--- src/rtl/control_step_sequencer_pkg.sv ---
// Shared definitions for the control step sequencer: float width, FSM encoding and
// the default responder timeout.
`ifndef SINGLE
`define SINGLE 32
`endif

package control_step_sequencer_pkg;

  localparam int TIMEOUT_DEFAULT = 32;

  typedef enum logic [1:0] {
    S_IDLE   = 2'd0,
    S_LAUNCH = 2'd1,
    S_WAIT   = 2'd2,
    S_COMMIT = 2'd3
  } seq_state_t;

  function automatic int cnt_width(input int limit);
    return (limit < 2) ? 1 : $clog2(limit + 1);
  endfunction

endpackage

--- src/rtl/control_step_sequencer_if.sv ---
// Start/done handshake between the step sequencer (master) and the PI responder (slave).
interface control_step_sequencer_if #(
  parameter int W = `SINGLE
) ();
  logic         sta;
  logic [W-1:0] x;
  logic         done_sig;
  logic [W-1:0] y;

  modport master (output sta, x, input done_sig, y);
  modport slave  (input sta, x, output done_sig, y);
endinterface

--- src/rtl/control_step_sequencer_step_watchdog.sv ---
// Wait-state cycle counter; expired flags the last allowed WAIT cycle.
module step_watchdog
  import control_step_sequencer_pkg::*;
#(
  parameter int TIMEOUT = TIMEOUT_DEFAULT
) (
  input  logic clk,
  input  logic rst,
  input  logic clr,
  input  logic en,
  output logic expired
);

  localparam int CW = cnt_width(TIMEOUT);
  localparam logic [CW-1:0] LIMIT = CW'(TIMEOUT);
  localparam logic [CW-1:0] LAST  = CW'(TIMEOUT - 1);

  logic [CW-1:0] cnt;

  always_ff @(posedge clk or posedge rst) begin
    if (rst) begin
      cnt <= '0;
    end else if (clr) begin
      cnt <= '0;
    end else if (en && (cnt != LIMIT)) begin
      cnt <= cnt + CW'(1);
    end
  end

  assign expired = en && (cnt == LAST);

endmodule

--- src/rtl/control_step_sequencer.sv ---
// Per-step sequencer: launches the PI responder, waits for its result with a watchdog,
// captures it and issues the commit pulse.
//
//   state    | meaning
//   S_IDLE   | waiting for step_tick
//   S_LAUNCH | sta pulse out, watchdog cleared
//   S_WAIT   | waiting for done_sig, watchdog counting
//   S_COMMIT | result captured, commit pulse follows
module control_step_sequencer
  import control_step_sequencer_pkg::*;
#(
  parameter int TIMEOUT = TIMEOUT_DEFAULT,
  parameter int W       = `SINGLE
) (
  input  logic                      clk,
  input  logic                      rst,
  input  logic                      step_tick,
  input  logic [W-1:0]              x_in,
  input  logic                      err_clr,
  control_step_sequencer_if.master  pi,
  output logic                      control_valuation_sig,
  output logic [W-1:0]              y_out,
  output logic                      y_valid,
  output logic                      busy,
  output logic                      overrun_err,
  output logic                      timeout_err
);

  seq_state_t   state, state_nxt;
  logic         accept, capture, to_hit, overrun_set;
  logic         wd_clr, wd_en, wd_expired;
  logic         sta_q;
  logic [W-1:0] x_q;

  step_watchdog #(.TIMEOUT(TIMEOUT)) u_watchdog (
    .clk     (clk),
    .rst     (rst),
    .clr     (wd_clr),
    .en      (wd_en),
    .expired (wd_expired)
  );

  always_ff @(posedge clk or posedge rst) begin
    if (rst) state <= S_IDLE;
    else     state <= state_nxt;
  end

  always_comb begin
    state_nxt = state;
    accept    = 1'b0;
    capture   = 1'b0;
    to_hit    = 1'b0;
    wd_clr    = 1'b0;
    wd_en     = 1'b0;
    unique case (state)
      S_IDLE: begin
        if (step_tick) begin
          accept    = 1'b1;
          state_nxt = S_LAUNCH;
        end
      end
      S_LAUNCH: begin
        wd_clr    = 1'b1;
        state_nxt = S_WAIT;
      end
      S_WAIT: begin
        wd_en = 1'b1;
        // a result arriving on the expiry cycle still commits normally
        if (pi.done_sig) begin
          capture   = 1'b1;
          state_nxt = S_COMMIT;
        end else if (wd_expired) begin
          to_hit    = 1'b1;
          state_nxt = S_IDLE;
        end
      end
      S_COMMIT: state_nxt = S_IDLE;
      default:  state_nxt = S_IDLE;
    endcase
  end

  assign overrun_set = step_tick && (state != S_IDLE);

  // busy stays high through the commit-pulse cycle so the step looks contiguous
  always_ff @(posedge clk or posedge rst) begin
    if (rst) begin
      sta_q                 <= 1'b0;
      x_q                   <= '0;
      y_out                 <= '0;
      y_valid               <= 1'b0;
      control_valuation_sig <= 1'b0;
      busy                  <= 1'b0;
      overrun_err           <= 1'b0;
      timeout_err           <= 1'b0;
    end else begin
      sta_q                 <= accept;
      y_valid               <= capture;
      control_valuation_sig <= (state == S_COMMIT);
      busy                  <= (state_nxt != S_IDLE) || (state == S_COMMIT);
      overrun_err           <= overrun_set || (overrun_err && !err_clr);
      timeout_err           <= to_hit || (timeout_err && !err_clr);
      if (accept)  x_q   <= x_in;
      if (capture) y_out <= pi.y;
    end
  end

  assign pi.sta = sta_q;
  assign pi.x   = x_q;

endmodule

--- src/flat_wrapper.sv ---
// flat-port wrapper written by rule: the top's interface ports become plain ports
module control_step_sequencer_flat import control_step_sequencer_pkg::*;
#(
  parameter int TIMEOUT = TIMEOUT_DEFAULT,
  parameter int W       = `SINGLE
)
  (clk, rst, step_tick, x_in, err_clr, control_valuation_sig, y_out, y_valid, busy, overrun_err, timeout_err, pi_sta, pi_x, pi_done_sig, pi_y);
  control_step_sequencer_if #(.W(W)) pi_i ();
  input  logic clk;
  input  logic rst;
  input  logic step_tick;
  input  logic [W-1:0] x_in;
  input  logic err_clr;
  output logic control_valuation_sig;
  output logic [W-1:0] y_out;
  output logic y_valid;
  output logic busy;
  output logic overrun_err;
  output logic timeout_err;
  output wire logic [$bits(pi_i.sta)-1:0] pi_sta;
  output wire logic [$bits(pi_i.x)-1:0] pi_x;
  input wire logic [$bits(pi_i.done_sig)-1:0] pi_done_sig;
  input wire logic [$bits(pi_i.y)-1:0] pi_y;
  assign pi_sta = pi_i.sta;
  assign pi_x = pi_i.x;
  assign pi_i.done_sig = pi_done_sig;
  assign pi_i.y = pi_y;
  control_step_sequencer #(.TIMEOUT(TIMEOUT), .W(W)) u_core (.clk(clk), .rst(rst), .step_tick(step_tick), .x_in(x_in), .err_clr(err_clr), .pi(pi_i), .control_valuation_sig(control_valuation_sig), .y_out(y_out), .y_valid(y_valid), .busy(busy), .overrun_err(overrun_err), .timeout_err(timeout_err));
endmodule
--- config.mk ---
export PLATFORM = sky130hd
export DESIGN_NAME = control_step_sequencer_flat
export DESIGN_NICKNAME = d
export VERILOG_FILES = /design/src/rtl/control_step_sequencer_pkg.sv /design/src/rtl/control_step_sequencer_if.sv /design/src/rtl/control_step_sequencer_step_watchdog.sv /design/src/rtl/control_step_sequencer.sv /design/src/flat_wrapper.sv
export SDC_FILE = /design/constraint.sdc
export NUM_CORES = 1
export LEC_CHECK = 0
export CAP_MARGIN = 0
export CORE_MARGIN = 2
export CORE_UTILIZATION = 38
export DETAILED_ROUTE_END_ITERATION = 6
export HOLD_SLACK_MARGIN = 0.05
export PLACE_DENSITY = 0.77
export SLEW_MARGIN = 20
export SYNTH_ARGS = -nofsm -noshare
export SYNTH_HDL_FRONTEND = slang
export SYNTH_SLANG_ARGS = --single-unit
--- constraint.sdc ---
create_clock -name clk -period 2.6 [get_ports clk]
set_clock_uncertainty 0.2 [all_clocks]
set_input_delay 0.39 -clock clk [delete_from_list [all_inputs] [get_ports clk]]
set_output_delay 0.39 -clock clk [all_outputs]
set_load 0.01 [all_outputs]
### Word-level counts from Yosys, hierarchy flattened

Index checks and enable logic that the tools add are counted.

| cells by class | value |
|---|---|
| add/sub/neg operators | 1 |
| equal/unequal tests | 5 |
| mux-type cells | 15 |
| reduce and logical (&&, ||, !) cells | 13 |

Operators with widths:

| kind | count |
|---|---|
| 6-bit two-way mux | 2 |
| 1-bit two-way mux | 9 |
| 2-bit case mux with 4 select lines | 1 |
| 6-bit by 1-bit adder with 6-bit output (second input constant) | 1 |
| 6-bit by 5-bit equality test with 1-bit output (second input constant) | 1 |
| 2-bit two-way mux | 3 |
| 6-bit inequality test (second input constant) | 1 |
| 2-bit nonzero test | 3 |
| 1-bit logical AND | 5 |
| 2-bit equality test (second input constant) | 2 |
| 1-bit logical OR | 3 |
| 2-bit by 1-bit equality test with 1-bit output (second input constant) | 1 |
| 2-bit zero test | 1 |
| 1-bit zero test | 1 |

| storage, ports and cells | value |
|---|---|
| register bits after elaboration | 78 |
| output and inout port bits | 70 |
| logic and storage cells | 44 |

### Logic depth before layout (Yosys ltp)

| logic depth | value |
|---|---|
| word-level depth | 8 |
| gate-level depth with buffers | 5 |
| gate-level depth less buffers | 5 |

### Hierarchy

From an unflattened synthesis, not the netlist that was laid out.

| second synthesis, totals | value |
|---|---|
| cells, all modules | 204 |
| area total of the unflattened synthesis | 3146.8 um2 |

Modules (own cells, without submodules):

| module | instances | cells each | area an instance (um2) |
|---|---|---|---|
| control_step_sequencer | 1 | 163 | 2725.1 |
| step_watchdog | 1 | 41 | 421.7 |

### Least setup slack after synthesis

OpenSTA, ideal clock, no wires.

| path | value |
|---|---|
| kind | reg-to-reg |
| from | register u_core.state[1] |
| to | register u_core.x_q[10], in the netlist u_core.pi.x[10] |
| setup time | 0.128 ns |
| arrival | 1.282 ns |
| path slack | 0.990 ns |
| stages on the path, launching flop included | 6 |
| cell sequence | dfrtp_1 -> nor2_2 -> nand2_1 -> inv_2 -> buf_4 -> mux2_1 |

| between the ends | value |
|---|---|
| longest elaborated chain between the ends | 2 |

RTL lines:

| element | RTL line | source |
|---|---|---|
| start: declaration | control_step_sequencer.sv:29 | `seq_state_t state, state_nxt;` |
| start signal: assignment | control_step_sequencer.sv:45 | `else state <= state_nxt;` |
| 2-bit zero test | control_step_sequencer.sv:55 | `unique case (state)` |
| 1-bit two-way mux | control_step_sequencer.sv:55 |  |
| end signal: assignment | control_step_sequencer.sv:102 | `if (accept) x_q <= x_in;` |
| end: declaration | control_step_sequencer.sv:33 | `logic [W-1:0] x_q;` |

No other way between the ends.
A chain may end at the register's enable or synchronous reset.

### Final worst setup path

| path | value |
|---|---|
| from | register u_core.state[0] |
| to | register u_core.x_q[6], in the netlist u_core.pi.x[6] |

The elaborated chain is that of the path after synthesis.

==> results.json <==
{
  "iteration_0_drc_markers": 41,
  "fin_hold_ws_ns": 0.185,
  "synth-edff-count": 0,
  "die_boundary_width_um": 94.5,
  "number_of_input_and_output_port_buffers_inserted": 138,
  "timing.rr.end": "u_core.pi.x[6]",
  "outcome": "completed",
  "number_of_search_and_repair_iterations_in_the_first_detailed_routing_pass": 4,
  "syn-cell-area_sq_um": 3110,
  "timing.final.crit_period_ns": 2.08,
  "power.combinational.fraction_pct": 43.3,
  "layout_commonest_cell": "sky130_fd_sc_hd__clkdlybuf4s50_1",
  "power_switching_share_pct": 30.5,
  "timing.setup.tns_ns": 0,
  "cts-htree-levels": 3,
  "p_sw_mw": 1.65,
  "timing.critical_path.arrival_ns": 2.09,
  "synth.distinct_cells": 36,
  "synth_area_leaders": "sky130_fd_sc_hd__dfrtp_1 (63%), sky130_fd_sc_hd__mux2_1 (22%), sky130_fd_sc_hd__buf_6 (1.4%)",
  "wire_length_of_the_first_global_routing_pass_um": 10700,
  "cts_tree": "yes",
  "synth_top_flop_cell": "sky130_fd_sc_hd__dfrtp_1",
  "maximum_buffer_depth_of_the_clock_tree": 2,
  "syn_inst_count": 209,
  "clock-sinks": 78,
  "final_min_period_over_clock_period_pct": 79.9,
  "maxCapViolCount": 0,
  "num-nets-final": 424,
  "fp.dieArea_sq_um": 8920,
  "initial_core_util_pct": 39.8,
  "ys_ff_latch": 78,
  "layout_fillers": 667,
  "cts_inserted_buffers": 9,
  "dr_total_vias": 2216,
  "synth_top_area_share_pct": 62.8,
  "floorplan.die.height_um": 94.5,
  "power.density_cell_area_nw_per_um2": 1120,
  "worstSetupPathType": "register to register",
  "synth_area_leader_cell": "sky130_fd_sc_hd__dfrtp_1",
  "place_inst": 444,
  "clock.fmax_mhz": 481,
  "grt_pass1_vias": 2238,
  "crit_fanout": 33,
  "stdcell_area_sq_um": 4800,
  "worst-r2r-cell-count": 5,
  "synth_warnings": 0,
  "slew_headroom_pct": 65.1,
  "power.total_mw": 5.40,
  "end_kind": "register",
  "clk_transition_reported_paths_ns": 0.08,
  "via_per_inst": 4.82,
  "required_ns": 2.61,
  "final-max-slew-violation-count": 0,
  "most-common-layout-cells": "sky130_fd_sc_hd__clkdlybuf4s50_1 (138), sky130_fd_sc_hd__dfrtp_1 (78), sky130_fd_sc_hd__mux2_1 (61)",
  "num_rows": 32,
  "share_of_flip_flops_with_an_asynchronous_set_or_reset_pct": 100,
  "antenna_found_initial": 0,
  "wl_per_cell_um": 15.2,
  "internal_power_mw": 3.76,
  "post_cts_setup_buffers": 0,
  "worst_skew_pair.late_latency_ns": 0.33,
  "hold_path.class": "input port to asynchronous set/reset pin",
  "drt_wl_total_um": 6980,
  "ios": 139,
  "diodes": 0,
  "timing.reg2reg.setup_slack_ns": 0.52,
  "final_layout_size_suffix_gt1_share_pct": 8.38,
  "rsz0062_at_grt": "false",
  "syn_avg_cell_area_sq_um": 14.9,
  "remaining_drc_errors": 0,
  "mappedNetlistNets": 280,
  "critical_path.reg2reg.startpoint": "u_core.state[0]",
  "placed_area_sq_um": 4590,
  "critical_path.startpoint_type": "register",
  "cts_hold_buffers": 0,
  "largest_net_degree_at_the_start_of_global_routing": 39,
  "coreArea_sq_um": 7810,
  "power.static_leakage_nw": 2.02,
  "worst_pin_slew_ns": 0.523,
  "seq_power_share_pct": 38.8,
  "area_growth_syn_to_layout_pct": 54.5,
  "gr-total-overflow": 0,
  "place_congestion": 0.740,
  "seq_area_frac_synth_pct": 62.8,
  "globalRouteTotalUtil_pct": 15.6,
  "detail-route-antenna-nets": 0,
  "setup_viol_count_final": 0,
  "max-vdd-ir-drop_v": 0.000491,
  "post_cts_resized": 0,
  "final-instance-count-excl-fill": 460,
  "detailed_placer_s_ending_hpwl_um": 5170,
  "clk_root_buffer_cell": "sky130_fd_sc_hd__clkbuf_8",
  "report.final.hold_viol_count": 0,
  "pwr-share-clk_pct": 17.9
}
==> stage by stage <==
stage          utilization, %  worst slack [ns]
6_report                 61.5             0.522
5_1_grt                  61.5             0.400
4_1_cts                  61.5             0.524
3_5_place_dp             58.8             0.449
3_3_place_gp             58.8             0.506
2_1_floorplan               -            0.0150
==> metal layers <==
layer | part of all wire, % | GRT usage [%] | vias up
met1 | 41 | 17.9 | 1094
li1 | - | - | 1031
met2 | 51 | 27.1 | 80
met3 | 6.6 | 4.79 | 11
met5 | 0 | 0 | -
met4 | 1.7 | 5.92 | 0
==> final cells by class <==
type                    count  area [sq um]  share of cell area [%]
inverters                   8          31.3                   0.651
clock inverters             6          86.3                    1.80
repair buffers            143          1430                    29.8
multi-input cells         113          1050                    21.8
clock buffers              10           128                    2.66
flip-flops and latches     78          1950                    40.6
well taps                 102           128                    2.66
==> worst max-delay path: stages (launching register included) <==
cell                      delay [ns]
sky130_fd_sc_hd__dfrtp_1        0.53
sky130_fd_sc_hd__nor2_2         0.29
sky130_fd_sc_hd__nand2_1        0.13
sky130_fd_sc_hd__inv_2          0.06
sky130_fd_sc_hd__buf_4          0.36
sky130_fd_sc_hd__mux2_1         0.37
==> worst max-delay path by stage <==
stage / startpoint / to / cells past startpoint
after floorplan: rst / u_core.busy / 1
after global placement: step_tick / u_core.pi.x[28] / 5
after detailed placement: step_tick / u_core.pi.x[30] / 5
after CTS: u_core.state[0] / u_core.pi.x[30] / 5
after global routing: u_core.state[0] / u_core.pi.x[2] / 5
final: u_core.state[0] / u_core.pi.x[6] / 5
==> power by group through the flow <==
stage / Sequential (mW) / Combinational, mW / Clock (mW)
after floorplan: 2.34 / 0.777 / 0
after global placement: 2.10 / 2.32 / 0
after detailed placement: 2.12 / 2.38 / 0
after CTS: 2.10 / 2.39 / 1.01
after global routing: 2.17 / 2.51 / 1.06
final: 2.10 / 2.34 / 0.966
==> registers in the layout, summed over array words and instances (netlist names) <==
signal / count
u_core.y_valid: 1
u_core.y_out: 32
u_core.state: 2
u_core.timeout_err: 1
u_core.busy: 1
u_core.u_watchdog.cnt: 6
u_core.pi.sta: 1
u_core.pi.x: 32
u_core.overrun_err: 1
u_core.control_valuation_sig: 1
==> logic make-up after synthesis <==
| logic type | synth area share, % |
|---|---|
| muxes | 23.9 |
| buffers and inverters | 3.54 |
| DFF | 62.8 |
| and+or+nand+nor | 4.71 |
| adders and majority gates | 0.805 |
| AOI/OAI and AO/OA | 4.31 |
==> synth_stat cells (2+ instances only) <==
| cell | number |
|---|---|
| sky130_fd_sc_hd__nand2_1 | 6 |
| sky130_fd_sc_hd__o211ai_1 | 5 |
| sky130_fd_sc_hd__clkbuf_1 | 2 |
| sky130_fd_sc_hd__buf_4 | 3 |
| sky130_fd_sc_hd__buf_6 | 4 |
| sky130_fd_sc_hd__o21ai_0 | 5 |
| sky130_fd_sc_hd__dfrtp_1 | 78 |
| sky130_fd_sc_hd__mux2_2 | 4 |
| sky130_fd_sc_hd__ha_1 | 2 |
| sky130_fd_sc_hd__nand4b_1 | 2 |
| sky130_fd_sc_hd__nor2_1 | 3 |
| sky130_fd_sc_hd__mux2_1 | 61 |
| sky130_fd_sc_hd__inv_1 | 7 |
| sky130_fd_sc_hd__o311ai_1 | 2 |
| sky130_fd_sc_hd__nand3_1 | 4 |
(Power assumes the default switching activity.)
==> RTL change (config.mk and constraints unchanged) <==
Encoding of `seq_state_t`: now one-hot (4 bits for 4 states).
--- a/src/rtl/control_step_sequencer_pkg.sv
+++ b/src/rtl/control_step_sequencer_pkg.sv
@@ -9,9 +9,9 @@
   localparam int TIMEOUT_DEFAULT = 32;
 
-  typedef enum logic [1:0] {
-    S_IDLE   = 2'd0,
-    S_LAUNCH = 2'd1,
-    S_WAIT   = 2'd2,
-    S_COMMIT = 2'd3
+  typedef enum logic [3:0] {
+    S_IDLE   = 4'b0001,
+    S_LAUNCH = 4'b0010,
+    S_WAIT   = 4'b0100,
+    S_COMMIT = 4'b1000
   } seq_state_t;
 
Function: no difference found for any inputs over 10 cycles, from zero or initial values and one cycle with rst high; not proved beyond that.
==> RTL change against the original RTL <==
Total power is 5.5% lower; clock power is 18% lower; worst setup slack worse by 0.044 ns; final area is 0.94% higher; wire length is 1.6% lower; synthesized cell count is 3.8% lower; fmax is 2.1% lower; sequential cell count is 2 higher; core utilization is 1.6 points lower; critical path depth is 1 lower; area after synthesis is 0.20% higher; non-clock buffer count is 3 higher; critical path type unchanged.
==> RTL change: results (changes against the original RTL) <==
* DRT met1 WL at 2.83 mm (-1.1%)
* Max stage delay cell, worst path: or4b_4
* Clock Sinks at 80 (+2.6%)
* Leak pwr at 2.02 nW (+0.22%)
* First-pass GRT wire length at 10.9 mm (+2.4%)
* Slew HR at 68.1% (+3.0 points)
* Post-synth EDFFs at 0 (unchanged)
* Yosys warnings at 0 (unchanged)
* Layout cells sized above 1 at 27.9% (+20 points)
* Post-Syn Nets at 272 (-2.9%)
* Clk root buf: clkbuf_8
* Cell variety after synth at 29 (-19%)
* Fraction of area in multi-input gates at 21.3% (-0.46 points)
* Pwr Density at 1050 mW/mm^2 (-6.4%)
* Area contributors post-synth: dfrtp_1 63%, mux2_2 23%, nor4b_1 1.4%
* CP max FO at 33 (unchanged)
* Slowest Stage Delay on Critical Path at 0.63 ns (+0.10 ns)
* Register area share after synthesis at 64.3% (+1.5 points)
* Final net count at 421 (-0.71%)
* Clk pwr share at 15.5% (-2.4 points)
* Setup WS pre-CTS at 0.371 ns (-0.0787 ns)
* DP HPWL at 5.12 mm (-0.89%)
* Mean Syn Cell Area at 15.5 sq um (+4.2%)
* Skew-Pair Late Insertion Delay at 0.33 ns (about the same)
* Starting DRT DRC Count at 55 (+34%)
* DR WL met3 at 416 microns (-9.4%)
* Gr usage total at 15.8% (+0.23 points)
* Worst IR drop on VDD at 0.000419 V (-15%)
* Most used flip-flop cell after synthesis: dfrtp_1
* Post-synthesis compound-gate area fraction at 3.21% (-1.1 points)
* Post-Route WL at 6.87 mm (-1.6%)
* Inverter count at 7 (-1)
* Clock buffer count at 10 (unchanged)
* Commonest cells in the netlist: 79 x dfrtp_1, 65 x mux2_2, 7 x inv_1
* Fillers at 658 (-1.3%)
* Routing usage on met2 at 27.0% (-0.12 points)
* Mux share of post-synthesis cell area at 23.8% (-0.048 points)
* Die Footprint at 0.00894 sq mm (+0.19%)
* Design Area, Final at 0.00485 sq mm (+0.94%)
* Non-Filler Instances at 460 (unchanged)
* Layout clock area frac at 3.51% (-0.94 points)
* Via/cell ratio at 4.73 (-1.9%)
* GRT met3 Usage at 3.83% (-0.96 points)
* Largest net degree at the start of global routing at 47 (+21%)
* Multi-input combinational cell count at 106 (-6.2%)
* Non-clk buf share at 30.5% (+0.70 points)
* Register Area at 0.00200 sq mm (+2.6%)
* Critical path's top delay family: simple AND/OR/NAND/NOR gates
* Vias in the first global route at 2242 (+0.18%)
* Met2 wire length at 3.55 mm (+0.25%)
* CP startpoint: u_core.state[1]
* Int Pwr at 3.60 mW (-4.0%)
* Outcome: complete, no violations
* Synth Area in Adders at 0.803% (-0.0016 points)
* Worst path arrival time at 2.14 ns (+0.05 ns)
* Met1 global-route usage at 19.5% (+1.6 points)
* Area after DPL at 0.00468 sq mm (+1.9%)
* Placer Congestion at 0.713 (-3.6%)
* DR top layer: met4
* Non-clock buffer count at 146 (+2.1%)
## RTL change: cell types whose count changed after synthesis, moves of 3 or more
| cell | unedited run | this run |
|---|---|---|
| buf_6 | 4 | 1 |
| nand2_1 | 6 | 3 |
| mux2_2 | 4 | 65 |
| buf_2 | 1 | 5 |
| nor4b_1 | 0 | 5 |
| o21ai_0 | 5 | 2 |
| mux2_1 | 61 | 0 |
| o31ai_1 | 0 | 3 |
| o211ai_1 | 5 | 0 |
## RTL change: final timing paths
| check | end | slack (ns) | depth (start not counted) |
|---|---|---|---|
| worst min register to register | u_core.y_out[1] | 0.31 | 1 |
| worst min-delay path | u_core.y_out[22] | 0.10 | 2 |
| worst max register to register | u_core.y_out[28] | 0.48 | 4 |
| min in group clk | u_core.y_out[1] | 0.31 | 1 |
| worst max-delay path | u_core.y_out[28] | 0.48 | 4 |
| max in group asynchronous | u_core.state[0] | 1.59 | 3 |
